`config.mk`:
```
export PLATFORM = sky130hd
export DESIGN_NAME = fetch_ctrl
export DESIGN_NICKNAME = d
export VERILOG_FILES = /design/src/rtl/fetch_ctrl.sv
export SDC_FILE = /design/constraint.sdc
export NUM_CORES = 1
export LEC_CHECK = 0
export CORE_MARGIN = 2
export CORE_UTILIZATION = 35
export CTS_CLUSTER_DIAMETER = 120
export DETAILED_ROUTE_END_ITERATION = 6
export PLACE_DENSITY_LB_ADDON = 0.25
export SLEW_MARGIN = 20
export SYNTH_ARGS = -nofsm -noshare
export SYNTH_HDL_FRONTEND = slang
export SYNTH_SLANG_ARGS = --single-unit
export TNS_END_PERCENT = 100
```
`constraint.sdc`:
```
create_clock -name i_clk -period 6.5 [get_ports i_clk]
set_input_delay 1.3 -clock i_clk [delete_from_list [all_inputs] [get_ports i_clk]]
set_output_delay 1.3 -clock i_clk [all_outputs]
set_load 0.005 [all_outputs]
```
`src/rtl/fetch_ctrl.sv`:
```
// fetch_ctrl: instruction fetch controller with a small in-order fetch buffer.
//
// Drives a byte address to a combinational instruction memory, captures the
// returned word together with its address into a FIFO, and presents the head
// entry to a valid/ready consumer. Supports redirect (flush and restart),
// halt (suspend fetching while the buffer drains) and a sticky fault on a
// misaligned redirect target.
//
// Parameters:
//   RESET_PC   first fetch address after reset
//   BUF_DEPTH  fetch buffer entries (power of two, >= 2)
//
// Ports:
//   i_clk          clock, rising edge
//   i_rst          synchronous active-high reset
//   o_imem_addr    instruction memory byte address (= fetch_pc)
//   i_imem_inst    instruction returned for o_imem_addr
//   i_redirect     flush buffer and restart at i_redirect_pc
//   i_redirect_pc  redirect target
//   i_halt         suspend new fetches while high
//   o_inst_valid   head buffer entry is presented
//   o_inst         head entry instruction
//   o_inst_pc      head entry address
//   i_inst_ready   consumer accepts the head entry
//   o_fault        sticky misaligned-redirect flag

`ifndef XLEN
`define XLEN 32
`endif
`ifndef INST_WIDTH
`define INST_WIDTH 32
`endif

module fetch_ctrl #(
    parameter logic [`XLEN-1:0] RESET_PC  = 32'h0000_0000,
    parameter int unsigned      BUF_DEPTH = 2
) (
    input  logic                   i_clk,
    input  logic                   i_rst,
    output logic [`XLEN-1:0]       o_imem_addr,
    input  logic [`INST_WIDTH-1:0] i_imem_inst,
    input  logic                   i_redirect,
    input  logic [`XLEN-1:0]       i_redirect_pc,
    input  logic                   i_halt,
    output logic                   o_inst_valid,
    output logic [`INST_WIDTH-1:0] o_inst,
    output logic [`XLEN-1:0]       o_inst_pc,
    input  logic                   i_inst_ready,
    output logic                   o_fault
);

    localparam int unsigned PTR_W = (BUF_DEPTH > 1) ? $clog2(BUF_DEPTH) : 1;
    localparam int unsigned CNT_W = PTR_W + 1;

    localparam logic [CNT_W-1:0] DEPTH_C = CNT_W'(BUF_DEPTH);
    localparam logic [PTR_W-1:0] PTR_ONE = PTR_W'(1);
    localparam logic [CNT_W-1:0] CNT_ONE = CNT_W'(1);
    localparam logic [`XLEN-1:0] PC_STEP = `XLEN'(4);

    localparam logic [1:0] ST_RUN   = 2'd0;
    localparam logic [1:0] ST_HALT  = 2'd1;
    localparam logic [1:0] ST_FAULT = 2'd2;

    logic [1:0]             state;
    logic [`XLEN-1:0]       fetch_pc;
    logic [CNT_W-1:0]       count;
    logic [PTR_W-1:0]       rd_ptr;
    logic [PTR_W-1:0]       wr_ptr;
    logic [`INST_WIDTH-1:0] inst_mem [BUF_DEPTH];
    logic [`XLEN-1:0]       pc_mem   [BUF_DEPTH];

    logic pop;
    logic push;
    logic redirect_aligned;

    assign o_imem_addr  = fetch_pc;
    assign o_inst_valid = (count != '0);
    assign o_inst       = inst_mem[rd_ptr];
    assign o_inst_pc    = pc_mem[rd_ptr];

    assign redirect_aligned = (i_redirect_pc[1:0] == 2'b00);

    // A redirect flushes the buffer, so a coincident handshake must not
    // advance the read side.
    always_comb begin
        pop  = o_inst_valid && i_inst_ready && !i_redirect;
        push = (state == ST_RUN) && !i_redirect && !i_halt &&
               ((count < DEPTH_C) || pop);
    end

    always_ff @(posedge i_clk) begin
        if (push) begin
            inst_mem[wr_ptr] <= i_imem_inst;
            pc_mem[wr_ptr]   <= fetch_pc;
        end
    end

    always_ff @(posedge i_clk) begin
        if (i_rst) begin
            state    <= ST_RUN;
            fetch_pc <= RESET_PC;
            count    <= '0;
            rd_ptr   <= '0;
            wr_ptr   <= '0;
            o_fault  <= 1'b0;
        end else if (i_redirect) begin
            count  <= '0;
            rd_ptr <= '0;
            wr_ptr <= '0;
            if (redirect_aligned) begin
                fetch_pc <= i_redirect_pc;
                o_fault  <= 1'b0;
                state    <= i_halt ? ST_HALT : ST_RUN;
            end else begin
                o_fault <= 1'b1;
                state   <= ST_FAULT;
            end
        end else begin
            if (push) begin
                wr_ptr   <= wr_ptr + PTR_ONE;
                fetch_pc <= fetch_pc + PC_STEP;
            end
            if (pop) begin
                rd_ptr <= rd_ptr + PTR_ONE;
            end
            case ({push, pop})
                2'b10:   count <= count + CNT_ONE;
                2'b01:   count <= count - CNT_ONE;
                default: count <= count;
            endcase

            case (state)
                ST_RUN:   if (i_halt)  state <= ST_HALT;
                ST_HALT:  if (!i_halt) state <= ST_RUN;
                ST_FAULT: state <= ST_FAULT;
                default:  state <= ST_RUN;
            endcase
        end
    end

endmodule
```
* Word level (Yosys, flattened, before mapping) *
Memory sizes are Yosys's and may differ from the RTL's. A register that Yosys moved wholly into a read port is not among the register bits.
Cells that the tools add are included.

word-level totals
  register bits = 39
  memory bits (writable) = 128
  word-level logic and storage cells = 54
  memories kept = 2

memory list
  memory    depth  width  read ports  clocked after memory_dff  wr ports  RTL line  source
  inst_mem  2      32     1           1                         1         69        logic [`INST_WIDTH-1:0] inst_mem [BUF_DEPTH];
  pc_mem    2      32     1           1                         1         70        logic [`XLEN-1:0] pc_mem [BUF_DEPTH];

cells by class
  $add $sub $neg = 5
  magnitude comparators = 1
  equal/unequal tests = 7
  muxes and demuxes = 17
  reductions and logical operators = 16

operator list
  cell                                                count
  2-to-1 mux 32 bit                                   3
  adder 32 x 3 -> 32 bit (second input constant)      1
  2-to-1 mux 1 bit                                    8
  2-to-1 mux 2 bit                                    4
  != test 3 bit (second input constant)               2
  one-hot mux 2 bit (3 select lines)                  1
  nonzero test 2 bit                                  3
  logical AND 1 bit                                   5
  == test 2 x 1 -> 1 bit (second input constant)      2
  == test 2 bit (second input constant)               2
  logical NOT 2 bit                                   2
  one-hot mux 2 bit (2 select lines)                  1
  AND reduction 2 bit                                 2
  adder 1 bit (second input constant)                 2
  adder 2 x 1 -> 2 bit (second input constant)        1
  logical NOT 1 bit                                   2
  less-than comparator 2 bit (second input constant)  1
  != test 2 x 1 -> 1 bit (second input constant)      1
  OR reduction 2 bit                                  1
  subtractor 2 x 1 -> 2 bit (second input constant)   1
  logical OR 1 bit                                    1

* Longest topological paths before layout *
Gate-level depths: netlist (run 1).

  word-level depth = 7
  depth in mapped cells = 8

* Worst setup path before layout (run 1) *
Ideal clock, no wire load.

  path kind = input port to flip-flop
  start = in i_redirect
  end = mem inst_mem[0][0] (netlist bit) (enable)
  arrival time = 4,906 ps
  data required time = 6,012 ps
  slack = 1,106 ps
  stages on the path = 5
  buffers on the path = 1
  cell sequence = nor4_1 > and2_1 > buf_2 > clkinv_1 > nor2_1

on the way
  word-level cells in the longest chain between the ends = 6
  elaborated cells between the ends (all ways) = 8
  classes of those cells = mux: 2; reduce/logical: 6

ends and longest elaborated chain
  what                                                          RTL line  source
  start: declaration                                            42        input logic i_redirect,
  logical NOT 1 bit *                                           86, 87
  logical AND 1 bit (on tied branches)                          87, 86
  logical AND 1 bit / logical OR 1 bit (equally long branches)  87, 88
  logical AND 1 bit *                                           87        push = (state == ST_RUN) && !i_redirect && !i_halt &&
  2-to-1 mux 1 bit *                                            92        if (push) begin
  2-to-1 mux 1 bit (not written as such) *                      93        inst_mem[wr_ptr] <= i_imem_inst;
  end: declaration                                              69

Mark *: on every way between the ends. The rest lies on a longest branch, timed or not.

* Worst setup path after layout (run 1) *
  start = in i_redirect
  end = mem inst_mem[0][28] (netlist bit) (enable)

The elaborated chain is that of the path after synthesis.

==> impl_metrics.toml, run 1 <==
[drt]
vias = 4859
routed_wl_mm = 17.3
drt_iter0_markers = 482
drc = 0
vias_per_cell = 5.15
wl_per_cell_um = 18.3
drt_first_pass_iters = 5
ant_nets = 0

[flow_run]
drv_cap = 0

[pwr]
p_leak_nw = 3.18
vdd_drop_max_mv = 0.178
powerDensity_mw_per_mm2 = 251

[critical_path]
path_delay_family = "simple AND/OR/NAND/NOR gates"
arrival_ns = 4.37
startpoint = "i_redirect"
worstSetupPathDepth = 6
required_ns = 6.59
critPathKind = "input port to flip-flop"
cp-start-kind = "input port"
critical_path.max_stage_delay_ns = 0.79
path_buf_inv = 3
rr_startpoint = "state[1]"
crit_fanout = 26
path_cells = "clkdlybuf4s50_1, nor4_1, and2_1, clkinv_1, nor2_4, buf_4"
cpMaxStageDelayCell = "nor2_4"
worstRegToRegCells = 5
cp-end-kind = "flip-flop"

[sta]
fin_crit_ns = 4.28
finalSetupTns_ns = 0
skew_ns = 0.00623
slew_violations = 0
rsz0062_at_grt = "false"
min_period_over_period = 0.658
final-hold-violation-count = 0
fmax_ghz = 0.234
slew-limit-headroom = 0.357
setup_viol = 0
tightest_slew_ns = 0.961

[floorplan]
die_area_mm2 = 0.0209
pin_count = 167
die_h_um = 145
num_rows = 51
design.core.area_mm2 = 0.0195
die_w_um = 145
initial_core_util = 0.356

[cells_and_area]
final_common_cell = "clkdlybuf4s50_1"
n_fill_cell = 1737
nNetsFinal = 737
antenna_cells = 0
syn_to_final_growth_pct = 36.4
final_cell_mix = "clkdlybuf4s50_1 (166), edfxtp_1 (128), mux2_2 (64), dfxtp_1 (39), nor2_1 (34)"
drive_gt1_frac = 0.158
multi_input_area_mm2 = 0.00217
final_cell_area_mm2 = 0.00944
layout.cells.non_filler = 944
area.sequential_mm2 = 0.00465
finish.utilization = 0.485

[cts]
worstSkewPairLatency_ns = 0.42
cts_max_level = 4
holdBufCountCts = 0
cts_tree = "done"
numCtsBuffers = 17
post_cts_buffers = 0
clockRootBuffer = "clkbuf_16"
cts_resized = 0
cts_buffer_depth = 2
cts.sink_count = 168
cts.clk_slew.worst_paths_ns = 0.06

[global_route]
grt_usage = 0.165
grt_pass1_vias = 4744
grt_pass1_wl_mm = 26.0
grt_antenna_before_repair = 0
grt_max_degree = 65
grt_overflow = 0

[synthesis]
ys_warn_count = 0
ys_seq_area_frac = 0.671
async_flop_share = 0
ys_types = 47
synth_edf_count = 128
syn_nets = 574
yosys_register_bits = 168
ys.flop_type = "edfxtp_1"
synth.avg_cell_area_um2 = 13.8
synth_cells = 503
synth_area_mm2 = 0.00692

[min_path]
whs_path_depth = 2
min_from = "count[1]"
hp-class = "flip-flop to flip-flop"

[status]
outcome = "finished, final reports clean"

[place]
placed_cells = 912
gp_congestion = 0.794
dp_hpwl_mm = 11.4
port_buffers = 166
placed_cell_area_mm2 = 0.00888
## per-stage QoR
step | worst slack (ns) | total power [W] | hold slack [ns]
floorplan | 1.11 | 0.00131 | 0.463
global placement | 1.96 | 0.00144 | 0.485
global route | 1.98 | 0.00246 | 0.523
finish | 2.22 | 0.00237 | 0.503
CTS | 2.25 | 0.00239 | 0.504
detailed placement | 1.81 | 0.00144 | 0.488
## layout make-up
type	count	share of cell area
Clock buffer	26	0.0557
Tap cell	265	0.0351
Sequential cell	168	0.492
Multi-Input combinational cell	301	0.230
Clock inverter	6	0.00371
Inverter	6	0.00239
Timing Repair Buffer	172	0.181
## power by group
part / internal [W] / leakage, nW / switching (W)
Combinational: 0.000117 / 1.39 / 0.0000838
Sequential: 0.00119 / 1.51 / 0.0000304
Clock: 0.000558 / 0.282 / 0.000393
Total: 0.00186 / 3.18 / 0.000507
## synth_stat cells, types with 2 or more instances
master | n | area, µm²
ha_1 | 2 | 25.0
a22oi_1 | 5 | 37.5
and3_1 | 11 | 68.8
o21ai_0 | 16 | 80.1
inv_1 | 5 | 18.8
buf_2 | 2 | 10.0
nand4_1 | 20 | 125
edfxtp_1 | 128 | 3840
a31oi_1 | 9 | 56.3
or4_1 | 2 | 15.0
or3_1 | 3 | 18.8
xor2_1 | 2 | 17.5
a21o_1 | 2 | 15.0
nor3_1 | 6 | 30.0
clkbuf_1 | 25 | 93.8
nand3_1 | 10 | 50.1
and2_1 | 3 | 18.8
o31ai_1 | 6 | 45.0
mux2i_1 | 13 | 130
a32o_1 | 4 | 40.0
a211oi_1 | 5 | 37.5
nor4_1 | 4 | 25.0
dfxtp_1 | 40 | 801
nor2_1 | 36 | 135
nand2_1 | 31 | 116
a2bb2oi_1 | 3 | 26.3
a32oi_1 | 2 | 17.5
nor3b_1 | 2 | 15.0
o41ai_1 | 3 | 26.3
a21oi_1 | 14 | 70.1
o22ai_1 | 10 | 62.6
mux2_2 | 64 | 721
## path summary, 6_finish.rpt
| path | endpoint | slack, ns |
|---|---|---|
| setup reg to reg | inst_mem[0][28] | 3.19 |
| hold / removal | count[1] | 0.50 |
| hold reg to reg | count[1] | 0.50 |
| setup / recovery | inst_mem[0][28] | 2.22 |
## logic make-up after synthesis
family,Yosys count,share of synthesized area
adder cells (fa/ha/maj),2,0.00361
AO/OA/AOI/OAI,83,0.0790
AND/OR/NAND/NOR,136,0.101
buffers and inverters,34,0.0188
flip-flops,168,0.671
multiplexers,77,0.123
XOR/XNOR,3,0.00380
## per-layer routing
layer | share of wire | wire, µm | GRT usage
met1 | 0.44 | 7700 | 0.221
met2 | 0.48 | 8240 | 0.263
met3 | 0.069 | 1190 | 0.0480
met4 | 0.011 | 184 | 0.0450
met5 | 0 | 0 | 0
## state kept, by name, summed over array words and instances, names as in the netlist, named ones only
signal and count:
count 2, inst_mem 64, o_fault 1, o_imem_addr 32
pc_mem 64, rd_ptr 1, state 2, wr_ptr 1
## tightest hold or removal path: stages (launching register included)
cell and delay, ns:
dfxtp_1 0.32, o21ai_0 0.07, a21oi_1 0.06
Power figures use the tool's default switching activity.
==> run 2: changes to the inputs <==
==> constraint.sdc (replaced) <==
create_clock -name i_clk -period 4.2 [get_ports i_clk]
set_input_delay 0.84 -clock i_clk [delete_from_list [all_inputs] [get_ports i_clk]]
set_output_delay 0.84 -clock i_clk [all_outputs]
set_load 0.005 [all_outputs]
==> run 2 against run 1 <==
Clock power rose by 59%. Combinational power rose by 56%. Sequential power rose by 54%. Non-clock buffer count rose by 2. Via count rose by 0.62%. Routed wire length fell by 1.6%. Critical path depth rose by 1. Utilization rose by 0.40 points. Cell area rose by 0.83%. Power rose by 57%. Die area did not move. Worst hold slack got worse by 0.0022 ns. Largest cell class unchanged.
==> impl_metrics.toml, run 2 (synthesis results as in run 1) <==
[status]
outcome = "finished, final reports clean"

[pwr]
powerDensity_mw_per_mm2 = 390
vdd_drop_max_mv = 0.248
seqPwrFrac = 0.508
p_leak_nw = 3.20
internal_power_w = 0.00292
pwr-share-comb = 0.085
power_switching_w = 0.000790
clkPwrFrac = 0.407
swShare = 0.213

[drt]
vias = 4889
routed_wl_mm = 17.0
wl_per_cell_um = 18.0
ant_nets = 0
vias_per_cell = 5.17
drc = 0
drt_iter0_markers = 352
drt_first_pass_iters = 5

[cts]
cts.sink_count = 168
cts_resized = 0
holdBufCountCts = 0
cts.clk_slew.worst_paths_ns = 0.06
clockRootBuffer = "clkbuf_16"
post_cts_buffers = 0
cts_buffer_depth = 2
worstSkewPairLatency_ns = 0.42
cts_max_level = 4
cts_tree = "done"
numCtsBuffers = 17

[place]
dp_hpwl_mm = 11.5
gp_congestion = 0.823
placed_cells = 914
port_buffers = 166

[floorplan]
die_area_mm2 = 0.0209
pin_count = 167
design.core.area_mm2 = 0.0195
die_w_um = 145
die_h_um = 145
initial_core_util = 0.356
num_rows = 51

[sta]
finalSetupTns_ns = 0
slew-limit-headroom = 0.417
tightest_slew_ns = 0.874
setup_viol = 0
slew_violations = 0
min_period_over_period = 0.779
fin_crit_ns = 3.27
rsz0062_at_grt = "false"
final-hold-violation-count = 0
fmax_ghz = 0.306
skew_ns = 0.0140

[critical_path]
critPathKind = "input port to flip-flop"
worstRegToRegCells = 6
arrival_ns = 3.36
rr_startpoint = "state[1]"
critical_path.max_stage_delay_ns = 0.53
crit_fanout = 49
r2r-end = "pc_mem[1][6]"
cpMaxStageDelayCell = "nor2_4"
path_cells = "clkdlybuf4s50_1, nor4_1, and2_1, buf_4, clkinv_1, nor2_4, buf_12"
startpoint = "i_redirect"
required_ns = 4.29
cp-end-kind = "flip-flop"
cp-endpoint = "pc_mem[1][6]"
r2r_setup_slack_ns = 1.44
cp-start-kind = "input port"

[cells_and_area]
nNetsFinal = 739
final_cell_mix = "clkdlybuf4s50_1 (166), edfxtp_1 (128), mux2_2 (64), dfxtp_1 (39), nor2_1 (34)"
antenna_cells = 0
final_common_cell = "clkdlybuf4s50_1"
syn_to_final_growth_pct = 37.5
layout.cells.non_filler = 946
drive_gt1_frac = 0.163

[global_route]
grt_pass1_wl_mm = 25.6
grt_antenna_before_repair = 0
grt_pass1_vias = 4792
grt_usage = 0.161
grt_max_degree = 65
grt_overflow = 0

[min_path]
hp-class = "flip-flop to flip-flop"

[flow_run]
drv_cap = 0
==> run 2: cell types whose count changed in the layout (fill, tap and decap cells not counted) <==
cell	delta
buf_12	+3
clkinvlp_4	+2
buf_4	-1
bufinv_16	+1
clkbuf_16	-2
clkinv_4	+3
clkbuf_8	+3
clkbuf_1	-3
clkbuf_4	-1
clkinv_1	+1
clkinv_2	-3
inv_4	-1
==> run 2: per-layer routing <==
| metal | share of wire | global-route usage |
|---|---|---|
| met1 | 0.44 | 0.209 |
| met2 | 0.49 | 0.265 |
| met3 | 0.063 | 0.0430 |
| met4 | 0.010 | 0.0521 |
| met5 | 0 | 0 |
==> run 2: per-stage QoR <==
| step | utilization | worst slack [ns] | power (W) | area (µm²) | hold WS [ns] |
|---|---|---|---|---|---|
| floorplan | - | 0.333 | 0.00203 | 6930 | 0.463 |
| global placement | 0.459 | 0.537 | 0.00223 | 8930 | 0.488 |
| detailed placement | 0.459 | 0.518 | 0.00224 | 8930 | 0.489 |
| CTS | 0.489 | 0.960 | 0.00375 | 9520 | 0.509 |
| global route | 0.489 | 0.796 | 0.00384 | 9520 | 0.522 |
| finish | 0.489 | 0.928 | 0.00371 | 9520 | 0.501 |
==> run 2: final cells by class <==
class	count	area, µm²
Clock buffer	23	498
Clock inverter	9	88.8
Fill cell	1726	9940
Inverter	6	22.5
Multi-Input combinational cell	301	2170
Sequential cell	168	4650
Tap cell	265	332
Timing Repair Buffer	174	1760
==> run 2: power by group through the flow <==
stage / registers (W) / clock network [W] / logic [W]
finish: 0.00188 / 0.00151 / 0.000314
detailed placement: 0.00192 / 0 / 0.000316
floorplan: 0.00190 / 0 / 0.000122
CTS: 0.00188 / 0.00155 / 0.000319
global route: 0.00189 / 0.00161 / 0.000341
global placement: 0.00192 / 0 / 0.000312
==> run 2: critical path, delay by kind of cell <==
kind	cells	cell delay [ns]
buffers and inverters	4	1.22
AND/OR/NAND/NOR	3	1.23
==> run 2: worst min path at each step <==
stage / startpoint / to / cells after the start
global placement: count[1] / count[1] / 2
CTS: o_imem_addr[1] / pc_mem[0][1] / 0
global route: o_imem_addr[1] / pc_mem[0][1] / 0
detailed placement: o_imem_addr[1] / pc_mem[0][1] / 0
floorplan: o_imem_addr[0] / pc_mem[0][0] / 0
finish: o_imem_addr[1] / pc_mem[1][1] / 0
